**src/rtl/m31_pkg.sv**
```systemverilog
// rtl/m31_pkg.sv - shared M31 field types, constants and inverter state encoding
package m31_pkg;

    typedef logic [30:0] m31_t;

    localparam m31_t P_M31       = 31'h7FFFFFFF;
    localparam m31_t M31_INV_EXP = 31'h7FFFFFFD;
    localparam int   M31_MUL_LAT = 5;
    localparam int   M31_INV_LAT = 1 + 59 * M31_MUL_LAT;

    typedef enum logic [1:0] {
        IDLE,
        SQR,
        MUL,
        DONE
    } inv_state_t;

endpackage

```
**src/rtl/m31_mul.sv**
```systemverilog
// rtl/m31_mul.sv - 5-stage pipelined M31 multiplier, canonical operands in, canonical product out
module m31_mul
    import m31_pkg::*;
(
    input  logic clk,
    input  logic rst_n,
    input  m31_t a,
    input  m31_t b,
    output m31_t p
);

    m31_t        a1;
    m31_t        b1;
    logic [61:0] prod2;
    logic [31:0] sum3;
    m31_t        fold4;

    // 2^31 == 1 mod P, so folding the high half onto the low half reduces the product
    always_ff @(posedge clk) begin
        if (!rst_n) begin
            a1    <= '0;
            b1    <= '0;
            prod2 <= '0;
            sum3  <= '0;
            fold4 <= '0;
            p     <= '0;
        end else begin
            a1    <= a;
            b1    <= b;
            prod2 <= 62'(a1) * 62'(b1);
            sum3  <= 32'(prod2[30:0]) + 32'(prod2[61:31]);
            fold4 <= sum3[30:0] + 31'(sum3[31]);
            p     <= (fold4 == P_M31) ? '0 : fold4;
        end
    end

endmodule

```
**src/rtl/m31_inv.sv**
```systemverilog
// rtl/m31_inv.sv - iterative M31 inverter, a^(P-2) by square-and-multiply on one shared multiplier
module m31_inv
    import m31_pkg::*;
#(
    parameter int MUL_LAT = 5
) (
    input  logic clk,
    input  logic rst,
    input  logic in_valid,
    output logic in_ready,
    input  m31_t in_data,
    output logic out_valid,
    input  logic out_ready,
    output m31_t out_data,
    output logic out_dz
);

    localparam int             CW   = $clog2(MUL_LAT);
    localparam logic [CW-1:0]  LAST = CW'(MUL_LAT - 1);

    inv_state_t    state;
    inv_state_t    state_nxt;
    m31_t          base;
    m31_t          acc;
    m31_t          base_nxt;
    m31_t          acc_nxt;
    m31_t          in_red;
    m31_t          mul_a;
    m31_t          mul_b;
    m31_t          mul_p;
    logic [4:0]    k;
    logic [CW-1:0] cnt;
    logic          dz;
    logic          accept;
    logic          busy;
    logic          capture;
    logic          exp_bit;

    assign accept  = in_valid & in_ready;
    assign busy    = (state == SQR) || (state == MUL);
    assign capture = busy && (cnt == LAST);
    assign exp_bit = M31_INV_EXP[k];
    assign in_red  = (in_data == P_M31) ? '0 : in_data;

    always_ff @(posedge clk) begin
        if (rst) begin
            state <= IDLE;
            acc   <= '0;
            base  <= '0;
            k     <= '0;
            cnt   <= '0;
            dz    <= 1'b0;
        end else begin
            state <= state_nxt;
            acc   <= acc_nxt;
            base  <= base_nxt;
            if (accept) begin
                k   <= 5'd29;
                cnt <= '0;
                dz  <= (in_red == '0);
            end else if (capture) begin
                cnt <= '0;
                if (state_nxt == SQR)
                    k <= k - 5'd1;
            end else if (busy) begin
                cnt <= cnt + 1'b1;
            end
        end
    end

    always_comb begin
        state_nxt = state;
        case (state)
            IDLE: if (accept) state_nxt = SQR;
            SQR: if (capture) begin
                if (exp_bit)        state_nxt = MUL;
                else if (k == 5'd0) state_nxt = DONE;
            end
            MUL: if (capture) state_nxt = (k == 5'd0) ? DONE : SQR;
            DONE: if (out_ready) state_nxt = IDLE;
            default: state_nxt = IDLE;
        endcase
    end

    // Operands are fed from next-cycle values so the multiplier's input stage
    // loads on the same edge as acc, making each operation exactly MUL_LAT cycles.
    always_comb begin
        base_nxt = base;
        acc_nxt  = acc;
        if (accept) begin
            base_nxt = in_red;
            acc_nxt  = in_red;
        end else if (capture) begin
            acc_nxt = mul_p;
        end
        mul_a = acc_nxt;
        mul_b = (state_nxt == MUL) ? base_nxt : acc_nxt;
    end

    always_comb begin
        in_ready  = (state == IDLE);
        out_valid = (state == DONE);
        out_dz    = (state == DONE) && dz;
        out_data  = ((state == DONE) && !dz) ? acc : '0;
    end

    m31_mul u_mul (
        .clk   (clk),
        .rst_n (~rst),
        .a     (mul_a),
        .b     (mul_b),
        .p     (mul_p)
    );

endmodule

```
**config.mk**
```make
export PLATFORM = sky130hd
export DESIGN_NAME = m31_inv
export DESIGN_NICKNAME = d
export VERILOG_FILES = /design/src/rtl/m31_pkg.sv /design/src/rtl/m31_mul.sv /design/src/rtl/m31_inv.sv
export SDC_FILE = /design/constraint.sdc
export NUM_CORES = 2
export LEC_CHECK = 0
export ABC_AREA = 1
export CORE_MARGIN = 3
export CORE_UTILIZATION = 55
export CTS_BUF_LIST = sky130_fd_sc_hd__clkbuf_4 sky130_fd_sc_hd__clkbuf_8
export DETAILED_ROUTE_END_ITERATION = 16
export GPL_ROUTABILITY_DRIVEN = 0
export HOLD_SLACK_MARGIN = 0.02
export MAX_ROUTING_LAYER = met4
export PLACE_DENSITY = 0.82
export RECOVER_POWER = 25
export SLEW_MARGIN = 40
export SYNTH_ARGS = -nofsm -noshare
export SYNTH_HDL_FRONTEND = slang
export SYNTH_SLANG_ARGS = --single-unit
export TNS_END_PERCENT = 5
```
**constraint.sdc**
```tcl
create_clock -name clk -period 7.2 [get_ports clk]
set_clock_uncertainty 0.2 [all_clocks]
set_input_delay 0.72 -clock clk [delete_from_list [all_inputs] [get_ports clk]]
set_output_delay 0.72 -clock clk [all_outputs]
set_load 0.02 [all_outputs]
```
==> results.toml <==
[yosys]
post-synth-top-area-cell = "fa_1"
netlist_top_cells_area = "fa_1 37%, nand2_1 15%, inv_1 14%"
yosysUniqueCellTypes = 43
synthMostInstantiatedCell = "nand2_1"
synth_top_area_share_pct = 37.2
synthesis.area_sq_um = 45100
count_of_state_elements_after_synthesis = 260
ffs_w_async_s_r_synth_pct = 0
yosys_warnings = 0
seq_area_frac_synth_pct = 11.5
netlist_top_cells_count = "1804 x nand2_1, 1740 x inv_1, 838 x fa_1, 386 x nor2_1, 296 x ha_1"
synth_flop_cell = "dfxtp_1"
synth_nets = 7393
synthesized_area_divided_by_synthesized_cell_count_sq_um = 7.24
number_of_synthesized_flops_with_an_enable_pin = 0
synth_cells = 6224

[finish]
antenna_cells_inserted = 0
finish.instance_area_sq_um = 48900
net_count_final = 7404
layout.core_utilization_pct = 60.5
layout-area-overhead-vs-synth_pct = 8.40
post_route_cells_drive_above_1_share_pct = 4.72

[timing]
slew_headroom_pct = -199
transition_time_at_the_pin_with_the_least_slew_margin_ns = 4.48
grt_setup_unrepaired = "true"
max_freq_mhz = 143
setup_viol = 0
period_needed_ns = 7.01
fin_tns_setup_ns = 0
slew_viol_final = 90
hold_violations = 0
final_min_period_over_clock_period_pct = 97.3

[drt]
dr_wl_met3_microns = 13200
routed_via_density = 5.38
wl_per_cell_microns = 17.5
first_pass_iters = 6
drt_iter0_markers = 3757
met2RoutedLength_microns = 59700
drt.antenna.violating_nets = 0
drc_errors = 0
wirelength_routed_microns = 128000
detailroute.via_count = 39446
met1_length_microns = 47300
highest-signal-layer = "met4"

[pwr]
static-leakage-power_nw = 28.7
p_per_area_nw_per_um2 = 294
total_power_mw = 14.4
vdd_ir_drop_max_uv = 368

[clock_network]
cts_made_buffers = 44
worst_skew_late_latency_ns = 0.61
worst_setup_hold_path_clk_slew_ns = 0.07
cts_hold_buf = 0
clock_sinks = 260
root_buffer = "clkbuf_8"
cts_tree = "yes"
cts-root-to-sink-buffers = 3
clock_tree.htree_level_count = 2

[die]
die_x_microns = 292
start_util_pct = 55.8
num_io_pins = 69
die_area_sq_um = 85400
core_sq_um = 80800
num_rows = 104
floorplan.die.height_microns = 292

[global_routing]
grt.overflow.total = 0
grt_pass1_vias = 41395
global_route_wire_length_before_repair_microns = 209000
groute.usage.overall_pct = 31.5
pin_count_of_the_biggest_net_entering_global_routing = 90
grt_antenna_before_repair = 3

[outcome]
failed_checks = "max-capacitance violations, max-slew violations"
outcome = "finished with violations"

[min_path]
hold_path.class = "reg -> reg"
holdPathEnd = "u_mul.p[3]"
min_path_cells = 2
timing.hold.worst.start = "u_mul.fold4[3]"

[critical_path]
regToRegEndpoint = "u_mul.prod2[38]"
crit-reg2reg-launch = "u_mul.a1[24]"
crit_fanout = 8
worst-r2r-cell-count = 25
cp-start-kind = "register"
timing.reg2reg.setup_slack_ns = 0.19
crit_arrival_ns = 7.31
endpoint_kind_of_the_worst_setup_timing_path = "register"
setup.worst_path.class = "reg -> reg"
worst_path_required_ns = 7.50

[run]
drv_cap = 1

[placement]
number_of_buffer_cells_added_on_primary_ports = 68
detailed_place.area_sq_um = 47700
place_hpwl_microns = 104000
kinds of logic (layout without fill, tap and decap cells):
family / Yosys count / count (layout) / share of synthesized area (%)
compound gates: 404 / 404 / 4.92
flops: 260 / 260 / 11.5
buf+inv: 1986 / 2029 / 16.6
xor+xnor: 14 / 14 / 0.272
simple gates: 2426 / 2426 / 21.2
fa+ha+maj: 1134 / 1134 / 45.4
per-layer routing:
layer,GRT usage [%],vias up
met4,16.2,0
met1,38.5,18878
li1,-,17776
met2,51.1,2217
met3,4.88,575
met5,-,-
critical path, cell delays in order, from the launching register on:
cell and delay, ns:
dfxtp_1 0.59, buf_4 0.24, nand2_1 0.06, inv_1 0.07
fa_1 0.43, fa_1 0.44, fa_1 0.54, inv_1 0.05
fa_1 0.48, inv_1 0.06, fa_1 0.49, fa_1 0.53
fa_1 0.57, fa_1 0.45, ha_1 0.34, buf_4 0.17
nand2_1 0.05, nand2_1 0.06, nand2_1 0.05, nand2_1 0.07
a21oi_1 0.19, nand2_1 0.13, nand3b_1 0.21, nand2_1 0.09
nand2_1 0.06, nor2_1 0.28
state kept, by name, indices dropped and copies added (netlist names):
signal       flops
u_mul.sum3      32
dz               1
state            2
u_mul.a1        31
u_mul.p         31
u_mul.b1        31
cnt              3
base            31
u_mul.prod2     62
k                5
u_mul.fold4     31
what timing repair did:
item	CTS	global route
setup endpoints to repair	1	41
pin swaps	0	0
buffers inserted	0	0
gates resized for setup	2	36
through the flow:
| step | hold slack, ns | setup slack [ns] | cells |
|---|---|---|---|
| after global placement | 0.220 | 0.141 | 7248 |
| after floorplan | 0.208 | 0.794 | 6224 |
| after global routing | 0.246 | -0.0923 | 7327 |
| final | 0.229 | 0.193 | 7327 |
| after CTS | 0.236 | 0.0199 | 7327 |
| after detailed placement | 0.224 | 0.0702 | 7249 |
cell type report:
class / count / area (sq um)
Timing Repair Buffer: 209 / 2280
Sequential cell: 260 / 5230
Multi-Input combinational cell: 3978 / 32400
Clock buffer: 64 / 831
Inverter: 1742 / 6540
Tap cell: 1060 / 1330
Fill cell: 6710 / 31900
Clock inverter: 14 / 221
power by group:
part | internal [mW] | leakage [nW] | switching (mW)
Clock | 0.930 | 0.544 | 0.681
Combinational | 3.80 | 26.1 | 6.79
Sequential | 1.81 | 2.13 | 0.361
worst max-delay path by stage:
stage / start / endpoint / cells past startpoint
4_1_cts: u_mul.b1[7] / u_mul.prod2[40] / 22
2_1_floorplan: u_mul.a1[29] / u_mul.prod2[57] / 26
3_3_place_gp: u_mul.b1[16] / u_mul.prod2[40] / 24
3_5_place_dp: u_mul.b1[16] / u_mul.prod2[40] / 24
6_report: u_mul.a1[24] / u_mul.prod2[38] / 25
5_1_grt: u_mul.a1[12] / u_mul.prod2[55] / 25
placed cells by master, fill, tap and decap left out, drive strengths merged, types with 6 or more instances in the layout:
cell type         n
nand4            26
nor3             36
clkdlybuf4s50    67
nand3           128
dfxtp           260
o21ai           134
o41ai             6
o21a             14
and3              8
or2               6
buf             140
nor4              9
fa              838
inv            1744
nor2            387
ha              296
nand3b           10
clkbuf           66
a21oi           236
nand2          1807
xor2             11
Note: power is estimated with default switching activity, not from simulation.
